File: src/rtl/regfile_wr_arb.sv
// regfile_wr_arb: sequences and arbitrates the single register-file write port.
// Requesters, highest priority first: pipeline writeback (WB), the interrupt
// return-address save latch (IRQ), and an in-order FIFO of mult/div results (MDU).
// A small scoreboard reports registers that still have an IRQ or MDU write pending.
// Optional starvation guard: define REGARB_STARVE_GUARD_EN to enable stall_req.
//
// The MDU FIFO is kept compacted with slot 0 as the head. A WB write that kills
// an entry in the middle therefore leaves no hole, so the oldest surviving result
// is always at the head and the occupancy count covers live entries only.

module regfile_wr_arb #(
  parameter logic [4:0] IRQ_REG      = 5'd31,
  parameter int         FIFO_DEPTH   = 2,
  parameter int         STARVE_LIMIT = 8
) (
  input  logic        clk,
  input  logic        reset,
  input  logic        wb_we,
  input  logic [4:0]  wb_addr,
  input  logic [31:0] wb_data,
  input  logic        irq,
  input  logic [31:0] irq_pc,
  input  logic        mdu_valid,
  output logic        mdu_ready,
  input  logic [4:0]  mdu_addr,
  input  logic [31:0] mdu_data,
  input  logic [4:0]  id_addr_a,
  input  logic [4:0]  id_addr_b,
  output logic        busy_a,
  output logic        busy_b,
  output logic        irq_busy,
  output logic        stall_req,
  output logic        rf_we,
  output logic [4:0]  rf_addr,
  output logic [31:0] rf_data
);

  localparam int               CNT_W   = $clog2(FIFO_DEPTH + 1);
  localparam logic [CNT_W-1:0] DEPTH_C = CNT_W'(FIFO_DEPTH);

  logic              irq_full;
  logic [31:0]       irq_data;
  logic [4:0]        fifo_addr [FIFO_DEPTH];
  logic [31:0]       fifo_data [FIFO_DEPTH];
  logic [CNT_W-1:0]  fifo_cnt;

  logic [4:0]        nxt_addr [FIFO_DEPTH];
  logic [31:0]       nxt_data [FIFO_DEPTH];
  logic [CNT_W-1:0]  nxt_cnt;

  logic              wb_ok;
  logic              gnt_irq;
  logic              gnt_fifo;
  logic              irq_kill;
  logic              irq_cap;
  logic              push;

  logic              sel_we;
  logic [4:0]        sel_addr;
  logic [31:0]       sel_data;

  // Writes to $0 are swallowed here so they never win a grant or kill anything.
  assign wb_ok     = wb_we && (wb_addr != 5'd0);
  assign gnt_irq   = !wb_ok && irq_full;
  assign gnt_fifo  = !wb_ok && !irq_full && (fifo_cnt != '0);
  assign mdu_ready = (fifo_cnt < DEPTH_C);
  assign irq_busy  = irq_full;

  // A newer WB write to the latched register supersedes the saved return address,
  // and a same-cycle capture aimed at that register is suppressed for the same reason.
  assign irq_kill = wb_ok && (wb_addr == IRQ_REG);
  assign irq_cap  = irq && !irq_pc[31] && !irq_full && !irq_kill && (IRQ_REG != 5'd0);

  // A result whose address is being overwritten by WB this cycle is already stale.
  assign push = mdu_valid && mdu_ready && (mdu_addr != 5'd0) &&
                !(wb_ok && (mdu_addr == wb_addr));

  // Next FIFO contents: drop the popped head and killed entries, compact, then append.
  always_comb begin
    nxt_addr = fifo_addr;
    nxt_data = fifo_data;
    nxt_cnt  = '0;
    for (int i = 0; i < FIFO_DEPTH; i++) begin
      if ((CNT_W'(i) < fifo_cnt) && !(gnt_fifo && (i == 0)) &&
          !(wb_ok && (fifo_addr[i] == wb_addr))) begin
        nxt_addr[nxt_cnt] = fifo_addr[i];
        nxt_data[nxt_cnt] = fifo_data[i];
        nxt_cnt           = nxt_cnt + CNT_W'(1);
      end
    end
    if (push) begin
      nxt_addr[nxt_cnt] = mdu_addr;
      nxt_data[nxt_cnt] = mdu_data;
      nxt_cnt           = nxt_cnt + CNT_W'(1);
    end
  end

  // Select the single winner for this cycle's write.
  always_comb begin
    sel_we   = 1'b0;
    sel_addr = 5'd0;
    sel_data = 32'd0;
    if (wb_ok) begin
      sel_we   = 1'b1;
      sel_addr = wb_addr;
      sel_data = wb_data;
    end else if (gnt_irq) begin
      sel_we   = 1'b1;
      sel_addr = IRQ_REG;
      sel_data = irq_data;
    end else if (gnt_fifo) begin
      sel_we   = 1'b1;
      sel_addr = fifo_addr[0];
      sel_data = fifo_data[0];
    end
  end

  // Scoreboard: a register is busy while the IRQ latch or a live FIFO slot targets it.
  always_comb begin
    busy_a = irq_full && (id_addr_a == IRQ_REG);
    busy_b = irq_full && (id_addr_b == IRQ_REG);
    for (int i = 0; i < FIFO_DEPTH; i++) begin
      if (CNT_W'(i) < fifo_cnt) begin
        busy_a = busy_a | (fifo_addr[i] == id_addr_a);
        busy_b = busy_b | (fifo_addr[i] == id_addr_b);
      end
    end
    if (id_addr_a == 5'd0) busy_a = 1'b0;
    if (id_addr_b == 5'd0) busy_b = 1'b0;
  end

  // IRQ save latch: load the return address (PC+4 within 31 bits, kernel flag kept).
  always_ff @(posedge clk or negedge reset) begin
    if (!reset) begin
      irq_full <= 1'b0;
      irq_data <= 32'd0;
    end else if (irq_cap) begin
      irq_full <= 1'b1;
      irq_data <= {irq_pc[31], irq_pc[30:0] + 31'd4};
    end else if (gnt_irq || irq_kill) begin
      irq_full <= 1'b0;
    end
  end

  // MDU FIFO storage and occupancy.
  always_ff @(posedge clk or negedge reset) begin
    if (!reset) begin
      fifo_cnt <= '0;
      for (int i = 0; i < FIFO_DEPTH; i++) begin
        fifo_addr[i] <= 5'd0;
        fifo_data[i] <= 32'd0;
      end
    end else begin
      fifo_cnt  <= nxt_cnt;
      fifo_addr <= nxt_addr;
      fifo_data <= nxt_data;
    end
  end

  // Registered write port: the winner appears one clock after it is granted.
  always_ff @(posedge clk or negedge reset) begin
    if (!reset) begin
      rf_we   <= 1'b0;
      rf_addr <= 5'd0;
      rf_data <= 32'd0;
    end else begin
      rf_we   <= sel_we;
      rf_addr <= sel_addr;
      rf_data <= sel_data;
    end
  end

`ifdef REGARB_STARVE_GUARD_EN
  localparam int            SW      = $clog2(STARVE_LIMIT + 2);
  localparam logic [SW-1:0] LIMIT_C = SW'(STARVE_LIMIT);
  localparam logic [SW-1:0] SAT_C   = SW'(STARVE_LIMIT + 1);

  logic [SW-1:0] starve_cnt;
  logic          pending;

  assign pending   = irq_full || (fifo_cnt != '0);
  assign stall_req = (starve_cnt == LIMIT_C);

  // Count cycles that WB denies a waiting entry; saturating past the limit keeps stall_req a single pulse.
  always_ff @(posedge clk or negedge reset) begin
    if (!reset) begin
      starve_cnt <= '0;
    end else if (!pending || gnt_irq || gnt_fifo) begin
      starve_cnt <= '0;
    end else if (wb_ok && (starve_cnt != SAT_C)) begin
      starve_cnt <= starve_cnt + SW'(1);
    end
  end
`else
  assign stall_req = 1'b0;
`endif

endmodule

File: config.mk
export PLATFORM = sky130hd
export DESIGN_NAME = regfile_wr_arb
export DESIGN_NICKNAME = d
export VERILOG_FILES = /design/src/rtl/regfile_wr_arb.sv
export SDC_FILE = /design/constraint.sdc
export NUM_CORES = 1
export LEC_CHECK = 0
export ABC_AREA = 1
export BUFFER_PORTS_ARGS = -buffer_cell sky130_fd_sc_hd__buf_2
export CAP_MARGIN = 20
export CORE_MARGIN = 2
export CORE_UTILIZATION = 45
export DETAILED_ROUTE_END_ITERATION = 16
export HOLD_SLACK_MARGIN = 0.08
export PLACE_DENSITY_LB_ADDON = 0.08
export SLEW_MARGIN = 20
export SYNTH_ARGS = -nofsm -noshare
export SYNTH_HDL_FRONTEND = slang
export SYNTH_SLANG_ARGS = --single-unit
File: constraint.sdc
create_clock -name clk -period 3.1 [get_ports clk]
set_clock_uncertainty 0.1 [all_clocks]
set_input_delay 0 -clock clk [delete_from_list [all_inputs] [get_ports clk]]
set_output_delay 0 -clock clk [all_outputs]
set_load 0.005 [all_outputs]
== After elaboration in Yosys (flattened, before gate mapping) ==
Index checks and enable logic that the tools add are counted.
Storage, ports and cells
  input port bits: 121
  word-level logic and storage cells: 108
  register bits: 147
Cells by class
  eq/ne operators: 10
  bitwise operators: 6
  $add $sub $neg: 3
  reduce and logical (&&, ||, !) cells: 36
  magnitude comparators: 7
  multiplexer cells: 36
Operators by type and width (count)
  $mux W32: 5
  $bwmux W64: 2
  $mux W64: 2
  $demux W32 S1: 2
  $eq A5 B5 Y1: 7
  $add A31 B3 Y31 const B: 1
  $mux W5: 5
  $logic_and A1 B1 Y1: 21
  $bwmux W10: 2
  $mux W10: 2
  $eq A5 B5 Y1 const B: 3
  $mux W1: 12
  $demux W5 S1: 2
  $logic_not A5 Y1: 2
  $reduce_bool A5 Y1: 2
  $logic_not A1 Y1: 8
  $ge A3 B2 Y1 const B: 2
  $lt A3 B1 Y1 const B: 2
  $lt A1 B2 Y1 const A: 2
  $mux W2: 2
  $or A1 B1 Y1: 4
  $reduce_bool A2 Y1: 2
  $not A1 Y3: 1
  $not A2 Y3: 1
  other kinds (4): 4

== Logic depth before layout (Yosys ltp) ==
  word-level depth: 18
  depth in mapped cells: 15

== Worst setup path before layout ==
Ideal clock, no wire load.
  path kind: register to register
  start: reg fifo_addr[5] in the netlist's numbering
  end: reg fifo_data[13] in the netlist's numbering
  path slack: 0.903 ns
  data arrival time: 1.975 ns
  path buffers: 4
  cell stages (with the launch flop): 15
  cells stage by stage: dfrtp_1 clkbuf_2 xnor2_1 nand2_1 nor2_1 nand3_2 nand2_4 buf_2 inv_1 ha_1 nand3_2 buf_6 buf_4 nor2_1 a21oi_1
On the way
  word-level cells in the longest chain between the ends: 14
  elaborated cells between the ends (all ways): 23
Ends and longest elaborated chain
  from (decl): line 43  | logic [4:0] fifo_addr [FIFO_DEPTH];
  from (signal assigned): line 155  | fifo_addr <= nxt_addr;
  $eq A5 B5 Y1 (*): line 85  | !(wb_ok && (fifo_addr[i] == wb_addr))) begin
  $logic_and A1 B1 Y1 (*): line 85
  $logic_not A1 Y1 (*): line 85
  $logic_and A1 B1 Y1 (*): line 84  | if ((CNT_W'(i) < fifo_cnt) && !(gnt_fifo && (i == 0)) &&
  $mux W1 (*): line 84
  $add A1 B1 Y2 / $not A1 Y3 (equally long branches): line 88, 87
  $mux W2 (tied with other cells): line 84
  $not A2 Y3 (implied by the code) / $logic_and A1 B1 Y1 (equally long branches): line 93, 87
  $ge A3 B2 Y1 (implied by the code) (tied with other cells): line 93  | nxt_data[nxt_cnt] = mdu_data;
  $logic_and A1 B1 Y1 (implied by the code) / $demux W32 S1 (equally long branches): line 93, 87
  $mux W32 (implied by the code) / $bwmux W64 (equally long branches): line 93, 87
  $demux W32 S1 / $mux W64 (equally long branches): line 93, 84
  $bwmux W64: line 93
  $mux W64 (*): line 91  | if (push) begin
  to (signal assigned): line 156  | fifo_data <= nxt_data;
  to (decl): line 44  | logic [31:0] fifo_data [FIFO_DEPTH];
Every way passes the cells marked *; elsewhere a longest branch is shown, timed or not.
A chain may end at the register's enable or synchronous reset.

== Worst setup path in the final report ==
  start: in wb_addr[4]
  end: reg irq_data[5]
On the way
  word-level cells in the longest chain between the ends: 5
  elaborated cells between the ends (all ways): 6
Ends and longest elaborated chain
  from (decl): line 19  | input logic [4:0] wb_addr,
  $reduce_bool A5 Y1: line 63  | assign wb_ok = wb_we && (wb_addr != 5'd0);
  $logic_and A1 B1 Y1: line 63
  $logic_and A1 B1 Y1 (*): line 71  | assign irq_kill = wb_ok && (wb_addr == IRQ_REG);
  $logic_not A1 Y1 (*): line 72  | assign irq_cap = irq && !irq_pc[31] && !irq_full && !irq_kill && (IRQ_REG != 5'd0);
  $logic_and A1 B1 Y1 (*): line 72
  to (signal assigned): line 139  | irq_data <= {irq_pc[31], irq_pc[30:0] + 31'd4};
  to (decl): line 42  | logic [31:0] irq_data;
Marked as above.

==> flow_metrics.py <==
metrics = {
    "finish": {
        "finish.utilization_pct": 62.4,
        "synthToLayoutAreaGrowth_pct": 36.3,
        "fill_cells": 1565,
        "nNetsFinal": 1394,
        "diodes": 0,
        "final_cell_area_mm2": 0.0107,
        "drive_gt1_share_pct": 18.3,
    },
    "synth": {
        "synth.largest_area_cell": "dfrtp_1",
        "synth_mux_area_share_pct": 0,
        "avgSynthCellArea_um2": 7.91,
        "synth_top_family_by_area": "simple AND/OR/NAND/NOR gates",
        "ys_warn_count": 0,
        "yosys-top-cells-area": "dfrtp_1, nand2_1, inv_1, nand3_1, nor2_1",
        "synth_xor_xnor_area_share_pct": 4.23,
        "synth_seq_cells": 147,
        "ys_types": 34,
        "synth_compound_area_share_pct": 9.78,
        "synthFlopType": "dfrtp_1",
        "synthesis.nets": 1119,
        "synthCells": 994,
        "synth-async-reset-ratio_pct": 100,
        "synthAdderAreaFrac_pct": 0.637,
        "synth_enable_flop_cells": 0,
        "syn_area_mm2": 0.00786,
        "ys_seq_area_share_pct": 46.8,
        "synthSimpleGateAreaFrac_pct": 27.4,
        "synth_top_area_share_pct": 46.8,
    },
    "timing": {
        "finalSetupViolations": 0,
        "setup-tns-final_ns": 0,
        "final_hold_viol_count": 0,
        "fmax_ghz": 0.347,
        "finalCriticalPeriod_ns": 2.88,
        "hold_ws_ns": 0.0672,
        "rsz0062_at_grt": "no",
        "tightestPinTransition_ns": 0.710,
        "timing_max_transition_violations_final": 0,
        "slew_headroom_pct": 52.6,
        "fin_crit_sh_pct": 92.9,
        "setup_ws_ns": 0.221,
    },
    "setup_path": {
        "cp_slowest_cell": "dlygate4sd3_1",
        "r2r_slack_ns": 0.68,
        "crit_chain": "dlygate4sd3_1 > buf_2 > nor2_2 > nand3_2 > nand2_4 > inv_4 > buf_4 > nand4_1 > nand2_2 > inv_2 > nand3_1 > dlygate4sd3_1 > o21ai_1",
        "max_stage_delay_ns": 0.59,
        "cp-end-kind": "register",
        "cp-start-kind": "input pin",
        "cpMostUsedCell": "dlygate4sd3_1",
        "cp.arrival_ns": 3.11,
        "worstPathRequired_ns": 3.34,
        "critPathMaxFanout": 32,
        "worstSetupPathType": "in2reg",
    },
    "clock_tree": {
        "clk_pin_slew_ns": 0.06,
        "cts_tree": "yes",
        "cts_root_buffer": "clkbuf_16",
        "cts_max_level": 4,
        "clk_path_buf_depth": 2,
        "cts_inserted_buffers": 17,
        "numClockSinks": 147,
        "post-cts-setup-buffers": 0,
        "clk_latency_ns": 0.42,
    },
    "placement": {
        "dp_hpwl_um": 16800,
        "place_area_mm2": 0.00878,
        "place_ws_ns": 0.720,
        "io_buffers": 162,
        "place.gp.congestion": 0.914,
    },
    "drt": {
        "via_count": 7532,
        "drtIter0Drc": 532,
        "firstDrtPassIters": 5,
        "drc": 0,
        "routedWlPerCell_um": 16.3,
        "routed_wl_um": 24600,
        "routed_via_density": 5.00,
        "ant_nets": 0,
    },
    "grt": {
        "grt-ovfl-total": 0,
        "grt_antenna_before_repair": 0,
        "grt_pass1_wl_um": 38000,
        "grt_pass1_vias": 7105,
        "track_usage_pct": 27.0,
        "grt_max_degree": 75,
    },
    "die": {
        "die_y_um": 136,
        "num_rows": 48,
        "die_w_um": 136,
        "initial_core_util_pct": 45.8,
        "ios": 164,
        "core-area_mm2": 0.0172,
        "dieArea_mm2": 0.0185,
    },
    "status": {
        "status": "finished, final reports clean",
    },
    "hold_path": {
        "holdCritPathClass": "in2async",
    },
    "pwr": {
        "vdd_drop_max_v": 0.000467,
        "p_per_area_mw_per_mm2": 768,
        "leakagePower_uw": 0.00545,
    },
    "flow_run": {
        "drv_cap": 0,
    },
}
-- worst paths after layout --
kind	to	start	depth (start not counted)
worst max-delay path	irq_data[5]$_DFFE_PN0P_	wb_addr[4]	13
worst min-delay path	rf_we$_DFF_PN0_	reset	2
worst max register to register	fifo_data[6]$_DFFE_PN0P_	fifo_addr[5]$_DFF_PN0_	11
worst min register to register	irq_data[28]$_DFFE_PN0P_	irq_data[28]$_DFFE_PN0P_	2
max in group asynchronous	irq_data[16]$_DFFE_PN0P_	reset	3
min in group clk	rf_data[2]$_DFF_PN0_	wb_we	4
-- area by class of cell --
type                       count  area, um^2  area share [%]
timing repair buffer         304        2260            21.1
clock inverter                 7         144            1.34
inverter                     145         547            5.10
clock buffer                  25         495            4.63
sequential                   147        3680            34.3
tap                          225         282            2.63
multi-input combinational    654        3310            30.9
-- registers in the layout (all words and copies together) (netlist names) --
register and flops:
irq_data 32, irq_busy 1, fifo_addr 10, rf_we 1, fifo_data 64, rf_addr 5
fifo_cnt 2, rf_data 32
-- routing by layer --
metal	global-route usage, %	share of wire [%]	up-vias
li1	-	-	3732
met1	40.6	48	3496
met2	40.4	44	275
met3	4.29	6.4	29
met4	7.58	1.7	0
met5	0	0	-
-- cell usage after synthesis, types with 2 or more instances --
master and n:
dfrtp_1 147, nor3b_1 2, clkbuf_1 7, nand3b_1 3, inv_1 140, o21ai_1 30
buf_6 8, o211ai_1 15, nand3_2 15, a21oi_1 41, o221ai_1 23, nor2_1 71
nand2_4 3, ha_1 4, xnor2_1 19, buf_2 19, inv_2 4, xor2_1 19
nor4_1 2, nand4_1 10, o21ai_0 6, nor2_2 5, nand2_1 260, o22ai_1 7
nand3_1 99, nor3_1 16, buf_4 12
-- power breakdown --
group | internal, uW | total (uW) | switching [uW]
combinational | 1140 | 3050 | 1910
sequential | 2630 | 2940 | 306
clock | 1440 | 2240 | 800
-- placed cells by master (no fill, tap or decap), drive strengths merged --
| cell type | count |
|---|---|
| a21oi | 43 |
| buf | 175 |
| bufinv | 4 |
| clkbuf | 25 |
| clkinvlp | 2 |
| conb | 1 |
| dfrtp | 147 |
| dlygate4sd3 | 129 |
| ha | 4 |
| inv | 146 |
| nand2 | 264 |
| nand3 | 114 |
| nand3b | 3 |
| nand4 | 10 |
| nor2 | 76 |
| nor3 | 16 |
| nor3b | 2 |
| nor4 | 2 |
| o211ai | 15 |
| o21ai | 36 |
| o221ai | 23 |
| o22ai | 7 |
| xnor2 | 19 |
| xor2 | 19 |
-- critical path: cells and delay by family --
family                 cells  cell delay (ns)
and+or+nand+nor            6             0.80
AOI/OAI and AO/OA          1             0.07
buffers and inverters      6             2.18
-- logic make-up after synthesis --
kind of cell               Yosys count
and+or+nand+nor                    487
adders and majority gates            4
DFF                                147
other                                1
AOI/OAI and AO/OA                  124
buffers and inverters              193
xor gates and xnor gates            38
-- per-stage QoR --
stage / instances / total power [uW]
after global placement: 1346 / 5750
final: 1507 / 8220
after CTS: 1507 / 8220
after floorplan: 994 / 4900
after detailed placement: 1346 / 5800
after global routing: 1507 / 8780
-- timing repair --
item / CTS / global route
resized for setup: 0 / 1
setup endpoints to repair: 0 / 1
endpoints found under the hold margin: 265 / 0
hold buffers: 129 / 0
(Power assumes the default switching activity.)
